<file path="src/rtl/multicycle_control.sv">
// rtl/multicycle_control.sv - Moore control FSM for the multi-cycle MIPS datapath.
// Optional bne support is enabled by defining MC_BNE_EN.
module multicycle_control #(
    parameter int CNT_W   = 32,
    parameter int ALUOP_W = 2
) (
    input  logic               clk,
    input  logic               reset,
    input  logic [5:0]         opcode,
    input  logic               memReady,
    output logic               PCWrite,
    output logic               PCWriteCond,
    output logic               IorD,
    output logic               memRead,
    output logic               memWrite,
    output logic               IRWrite,
    output logic               memToReg,
    output logic               ALUSrcA,
    output logic               regWrite,
    output logic               regDst,
    output logic [1:0]         PCSource,
    output logic [1:0]         ALUSrcB,
    output logic [ALUOP_W-1:0] ALUOp,
    output logic               branchNe,
    output logic               illegalOp,
    output logic [3:0]         state,
    output logic [CNT_W-1:0]   instrCount
);

    typedef enum logic [3:0] {
        S_FETCH     = 4'd0,
        S_DECODE    = 4'd1,
        S_MEM_ADDR  = 4'd2,
        S_MEM_READ  = 4'd3,
        S_MEM_WB    = 4'd4,
        S_MEM_WRITE = 4'd5,
        S_R_EXEC    = 4'd6,
        S_R_WB      = 4'd7,
        S_BRANCH    = 4'd8,
        S_JUMP      = 4'd9,
        S_ADDI_EXEC = 4'd10,
        S_ADDI_WB   = 4'd11,
        S_ILLEGAL   = 4'd12
    } state_t;

    localparam logic [5:0] OP_RTYPE = 6'h00;
    localparam logic [5:0] OP_J     = 6'h02;
    localparam logic [5:0] OP_BEQ   = 6'h04;
    localparam logic [5:0] OP_BNE   = 6'h05;
    localparam logic [5:0] OP_ADDI  = 6'h08;
    localparam logic [5:0] OP_LW    = 6'h23;
    localparam logic [5:0] OP_SW    = 6'h2B;

    state_t            state_q, state_d;
    logic [CNT_W-1:0]  count_q, count_d;
    logic              retire_d;
`ifdef MC_BNE_EN
    logic              bne_q, bne_d;
`endif

    always_comb begin
        state_d  = S_FETCH;
        retire_d = 1'b0;
        case (state_q)
            S_FETCH:     state_d = memReady ? S_DECODE : S_FETCH;
            S_DECODE: begin
                case (opcode)
                    OP_LW, OP_SW: state_d = S_MEM_ADDR;
                    OP_RTYPE:     state_d = S_R_EXEC;
                    OP_BEQ:       state_d = S_BRANCH;
`ifdef MC_BNE_EN
                    OP_BNE:       state_d = S_BRANCH;
`endif
                    OP_J:         state_d = S_JUMP;
                    OP_ADDI:      state_d = S_ADDI_EXEC;
                    default:      state_d = S_ILLEGAL;
                endcase
            end
            S_MEM_ADDR:  state_d = (opcode == OP_LW) ? S_MEM_READ : S_MEM_WRITE;
            S_MEM_READ:  state_d = memReady ? S_MEM_WB : S_MEM_READ;
            S_MEM_WRITE: begin
                state_d  = memReady ? S_FETCH : S_MEM_WRITE;
                retire_d = memReady;
            end
            S_R_EXEC:    state_d = S_R_WB;
            S_ADDI_EXEC: state_d = S_ADDI_WB;
            S_MEM_WB, S_R_WB, S_ADDI_WB, S_BRANCH, S_JUMP: begin
                state_d  = S_FETCH;
                retire_d = 1'b1;
            end
            default:     state_d = S_FETCH;
        endcase
    end

    assign count_d = retire_d ? count_q + CNT_W'(1) : count_q;

`ifdef MC_BNE_EN
    // Latch the branch sense in DECODE so BRANCH does not depend on opcode.
    assign bne_d = (state_q == S_DECODE) ? (opcode == OP_BNE) : bne_q;
`endif

    always_ff @(posedge clk) begin
        if (reset) begin
            state_q <= S_FETCH;
            count_q <= '0;
`ifdef MC_BNE_EN
            bne_q   <= 1'b0;
`endif
        end else begin
            state_q <= state_d;
            count_q <= count_d;
`ifdef MC_BNE_EN
            bne_q   <= bne_d;
`endif
        end
    end

    always_comb begin
        logic [1:0] alu_op;
        PCWrite     = 1'b0;
        PCWriteCond = 1'b0;
        IorD        = 1'b0;
        memRead     = 1'b0;
        memWrite    = 1'b0;
        IRWrite     = 1'b0;
        memToReg    = 1'b0;
        ALUSrcA     = 1'b0;
        regWrite    = 1'b0;
        regDst      = 1'b0;
        PCSource    = 2'b00;
        ALUSrcB     = 2'b00;
        branchNe    = 1'b0;
        illegalOp   = 1'b0;
        alu_op      = 2'b00;
        if (!reset) begin
            case (state_q)
                S_FETCH: begin
                    memRead = 1'b1;
                    ALUSrcB = 2'b01;
                    IRWrite = memReady;
                    PCWrite = memReady;
                end
                S_DECODE:   ALUSrcB = 2'b11;
                S_MEM_ADDR, S_ADDI_EXEC: begin
                    ALUSrcA = 1'b1;
                    ALUSrcB = 2'b10;
                end
                S_MEM_READ: begin
                    memRead = 1'b1;
                    IorD    = 1'b1;
                end
                S_MEM_WB: begin
                    memToReg = 1'b1;
                    regWrite = 1'b1;
                end
                S_MEM_WRITE: begin
                    memWrite = 1'b1;
                    IorD     = 1'b1;
                end
                S_R_EXEC: begin
                    ALUSrcA = 1'b1;
                    alu_op  = 2'b10;
                end
                S_R_WB: begin
                    regDst   = 1'b1;
                    regWrite = 1'b1;
                end
                S_ADDI_WB:  regWrite = 1'b1;
                S_BRANCH: begin
                    ALUSrcA     = 1'b1;
                    alu_op      = 2'b01;
                    PCWriteCond = 1'b1;
                    PCSource    = 2'b01;
`ifdef MC_BNE_EN
                    branchNe    = bne_q;
`endif
                end
                S_JUMP: begin
                    PCWrite  = 1'b1;
                    PCSource = 2'b10;
                end
                S_ILLEGAL:  illegalOp = 1'b1;
                default: ;
            endcase
        end
        ALUOp      = '0;
        ALUOp[1:0] = alu_op;
    end

    assign state      = state_q;
    assign instrCount = count_q;

endmodule

</file>
<file path="config.mk">
export PLATFORM = sky130hd
export DESIGN_NAME = multicycle_control
export DESIGN_NICKNAME = d
export VERILOG_FILES = /design/src/rtl/multicycle_control.sv
export SDC_FILE = /design/constraint.sdc
export NUM_CORES = 1
export LEC_CHECK = 0
export CAP_MARGIN = 40
export CELL_PAD_IN_SITES_DETAIL_PLACEMENT = 2
export CELL_PAD_IN_SITES_GLOBAL_PLACEMENT = 2
export CORE_MARGIN = 8
export CORE_UTILIZATION = 28
export DETAILED_ROUTE_END_ITERATION = 16
export MAX_ROUTING_LAYER = met4
export PLACE_DENSITY_LB_ADDON = 0.3
export SLEW_MARGIN = 20
export SYNTH_ARGS = -nofsm -noshare
export SYNTH_HDL_FRONTEND = slang
export SYNTH_SLANG_ARGS = --single-unit
</file>
<file path="constraint.sdc">
create_clock -name clk -period 5.5 [get_ports clk]
set_input_delay 1.1 -clock clk [delete_from_list [all_inputs] [get_ports clk]]
set_output_delay 1.1 -clock clk [all_outputs]
set_load 0.01 [all_outputs]
</file>
* Word-level counts from Yosys, hierarchy flattened *
Index checks and enable logic that the tools add are counted.

storage, ports and cells
  input bits = 9
  bits in registers = 36

operators by class
  $add $sub $neg = 1
  equal/unequal tests = 17
  reductions and logical operators = 9
  mux-type cells = 35

operators by type and width
  operator                 number
  $add A32 B1 Y32 const B  1
  $pmux W4 S7              1
  $mux W1                  22
  $eq A4 B4 Y1 const B     5
  $pmux W4 S5              1
  $eq A4 B3 Y1 const B     4
  $eq A6 B6 Y1 const B     2
  $mux W3                  3
  $eq A4 B2 Y1 const B     2
  $pmux W2 S2              2
  $reduce_or A2 Y1         4
  $eq A6 B2 Y1 const B     1
  $eq A6 B3 Y1 const B     1
  $eq A6 B4 Y1 const B     1
  $logic_not A6 Y1         1
  $mux W2                  3
  $pmux W2 S3              1
  $reduce_or A5 Y1         1
  $eq A4 B1 Y1 const B     1
  $logic_not A4 Y1         1
  $pmux W1 S2              2
  $reduce_or A4 Y1         1
  $reduce_or A3 Y1         1

* Logic depth before layout (Yosys ltp) *
  depth after elaboration = 4
  mapped depth = 8

* Least setup slack after synthesis *
Ideal clock, no wire load.

  kind = input to output
  start point = input port reset
  end point = output port regWrite
  slack = 2.385 ns
  arrival time = 2.015 ns
  data required time = 4.400 ns
  path buffers = 3
  stages on the path = 4
  path through = clkbuf_1 clkbuf_1 buf_1 nor2_1

between the ends
  word-level cells in the longest chain between the ends = 1

ends and longest elaborated chain
  element          line  source
  start, declared  8     input logic reset,
  $mux W1          135   if (!reset) begin
  end, declared    19    output logic regWrite,

No other way between the ends.

* Final worst setup path *
  start point = input port reset
  end point = output port PCWrite

between the ends
  word-level cells in the longest chain between the ends = 1

ends and longest elaborated chain
  element        line  source
  $mux W1        135
  end, declared  11    output logic PCWrite,

No other way between the ends.

==> out/metrics.csv <==
stage;metric;value;unit
critical_path;Worst setup SP type;input port;
critical_path;Worst EP required;4.40;ns
global_routing;GRT Util Overall;0.146;
timing;RSZ-0062 raised after global routing;no;
critical_path;critical path peak fanout;16;
timing;TNS Setup;0;ns
drt;DR pass1 iterations;4;
clocking;Worst-path clk slew;0.08;ns
place;pre-CTS WS;1.25;ns
clocking;CTS max path bufs;2;
timing;period utilization;0.768;
drt;final WL;7.28;mm
drt;met2 wire length;3.50;mm
global_routing;vias in the first global route;2265;
critical_path;endpoint class of the critical path;output port;
clocking;worst skew pair latency;0.29;ns
synthesis;Synth async-reset ratio;0;
die;Die Y;102;um
job;MaxCap Viol Count;0;
drt;met3 wire len;338;um
drt;metal1 wirelength;3.40;mm
drt;Avg Vias per Cell;5.26;
clocking;Post-CTS Setup Inserts;0;
drt;DRT iter0 DRCs;45;
timing;count of final hold-check violations;0;
synthesis;sequential fraction of the synthesis area;0.344;
hold_path;worst hold-check path type;reg -> reg;
clocking;total CTS buffers;5;
global_routing;initial antenna violation count;0;
synthesis;cell area after synthesis;2090;um^2
place;Detail Placement HPWL;5.46;mm
finish;commonest non-fill, non-tap cell in the layout;clkdlybuf4s50_1;
finish;cell area after layout;2830;um^2
drt;post-route antenna net violation count;0;
finish;Layout area overhead;35.1;%
die;DIE WIDTH;102;um
timing;setup violators final;0;
global_routing;GRT overflow;0;
global_routing;largest net degree at the start of global routing;30;
global_routing;first-pass GRT wire length;11.9;mm
timing;Slew @ Worst Pin;0.702;ns
clocking;CTS HTree Levels;2;
finish;# fillers;838;
drt;Via Count;2174;
power_and_ir_drop;VDD IR-drop max;0.0892;mV
synthesis;Post-Syn Instances;265;
synthesis;Post-synth EDFFs;0;
clocking;cts hold-fix bufs;0;
power_and_ir_drop;Leak;0.000872;uW
die;I/O pin total;63;
die;num rows;31;
die;Initial Util;0.289;
run_status;status;completed;
hold_path;hold-critical path depth;2;
die;Die Area;10500;um^2
synthesis;syn_area_per_cell;7.90;um^2
timing;Max Transition Viols Final;0;
timing;clk_skew;0.00892;ns
finish;nets;323;
drt;residual DRC count;0;
timing;Slew HR;0.532;
synthesis;#FFs+latches synth;36;
place;IO buf count;61;
clocking;Resized cells post-CTS;0;
drt;highest metal used;met4;
clocking;Root Driver;clkbuf_8;
critical_path;WS Path Type;in -> out;
synthesis;ys flop type;dfxtp_1;
timing;final worst slack;1.28;ns
synthesis;Yosys cell types;42;
synthesis;Post-Synthesis Net Count;275;
power_and_ir_drop;total power draw;540;uW
die;CORE AREA;7250;um^2
critical_path;Worst R2R Path Depth;5;
clocking;CTS tree;built;
power_and_ir_drop;Power Density;191;nW/um^2
finish;most frequent cells in the layout;clkdlybuf4s50_1 (61), nor2_1 (37), dfxtp_1 (36);
timing;max frequency;237;MHz
critical_path;arrival time of the worst setup path;3.12;ns
place;RePlAce Congestion;0.790;
synthesis;Synth Warn #;0;
place;DP Area;2730;um^2
timing;minimum clock period;4.22;ns
finish;n_diodes;0;
clocking;clock tree sinks;36;
drt;DR WL/cell;17.6;um
finish;layout cells sized above 1;0.0478;
worst max-delay path, stage by stage:
cell             delay [ns]
clkdlybuf4s50_1        0.86
nor3_1                 0.17
and3_1                 0.24
or2_2                  0.27
clkdlybuf4s50_1        0.48
layer usage:
layer  GRT usage  up-vias
met5           -        -
met2       0.237       44
met3      0.0304        4
li1            -     1057
met4      0.0282        0
met1       0.183     1069
cell usage after synthesis (all sizes together), types with 4 or more instances:
master  instances  area (um^2)
nor4           11         68.8
xor2            5         43.8
nand2b          5         38.8
nor4b           6         52.6
or3             4         25.0
o21ai           8         40.0
xnor2          17          149
dfxtp          36          721
nand4          10         62.6
or4            11         82.6
nand2          17         63.8
nor2           37          139
clkbuf         12         45.0
buf            11         76.3
and3            5         31.3
and4            5         43.8
o31ai           9         67.6
nor3            9         45.0
nand3          10         50.1
a21oi          15         75.1
per-stage QoR:
step / util / hold slack, ns / instances
2_1_floorplan: - / 0.504 / 265
3_3_place_gp: 0.375 / 0.488 / 404
3_5_place_dp: 0.377 / 0.488 / 405
4_1_cts: 0.390 / 0.501 / 413
5_1_grt: 0.390 / 0.539 / 413
6_report: 0.390 / 0.493 / 413
worst paths after layout:
| kind | from | slack (ns) | endpoint |
|---|---|---|---|
| hold / removal | instrCount[26] | 0.49 | instrCount[26] |
| setup / recovery | reset | 1.28 | PCWrite |
| setup reg to reg | state[2] | 2.41 | instrCount[31] |
| hold reg to reg | instrCount[26] | 0.49 | instrCount[26] |
final cells by class:
| cell class | instances | area, um^2 | share of cell area |
|---|---|---|---|
| clock buffers | 6 | 82.6 | 0.0292 |
| repair buffers | 64 | 637 | 0.225 |
| well taps | 99 | 124 | 0.0438 |
| inverters | 1 | 3.75 | 0.00133 |
| multi-input cells | 205 | 1250 | 0.441 |
| flip-flops and latches | 36 | 721 | 0.255 |
| clock inverters | 2 | 13.8 | 0.00486 |
kinds of logic (layout without fill, tap and decap cells):
| family | Yosys count | after routing | synth area share |
|---|---|---|---|
| adder cells (fa/ha/maj) | 1 | 1 | 0.00597 |
| multiplexers | 3 | 3 | 0.0149 |
| other | 1 | 1 | 0.00179 |
| AO/OA/AOI/OAI | 40 | 40 | 0.117 |
| XOR/XNOR | 22 | 22 | 0.0920 |
| flip-flops | 36 | 36 | 0.344 |
| buffers and inverters | 24 | 73 | 0.0597 |
| AND/OR/NAND/NOR | 138 | 138 | 0.364 |
power breakdown:
group          leakage, uW  internal, uW  switching [uW]
registers         0.000290           263            8.74
clock network    0.0000516           103             104
logic             0.000530          28.8            32.3
state kept, by name, summed over array words and instances (netlist names):
name,count
instrCount,32
state,4
Power figures use the tool's default switching activity.
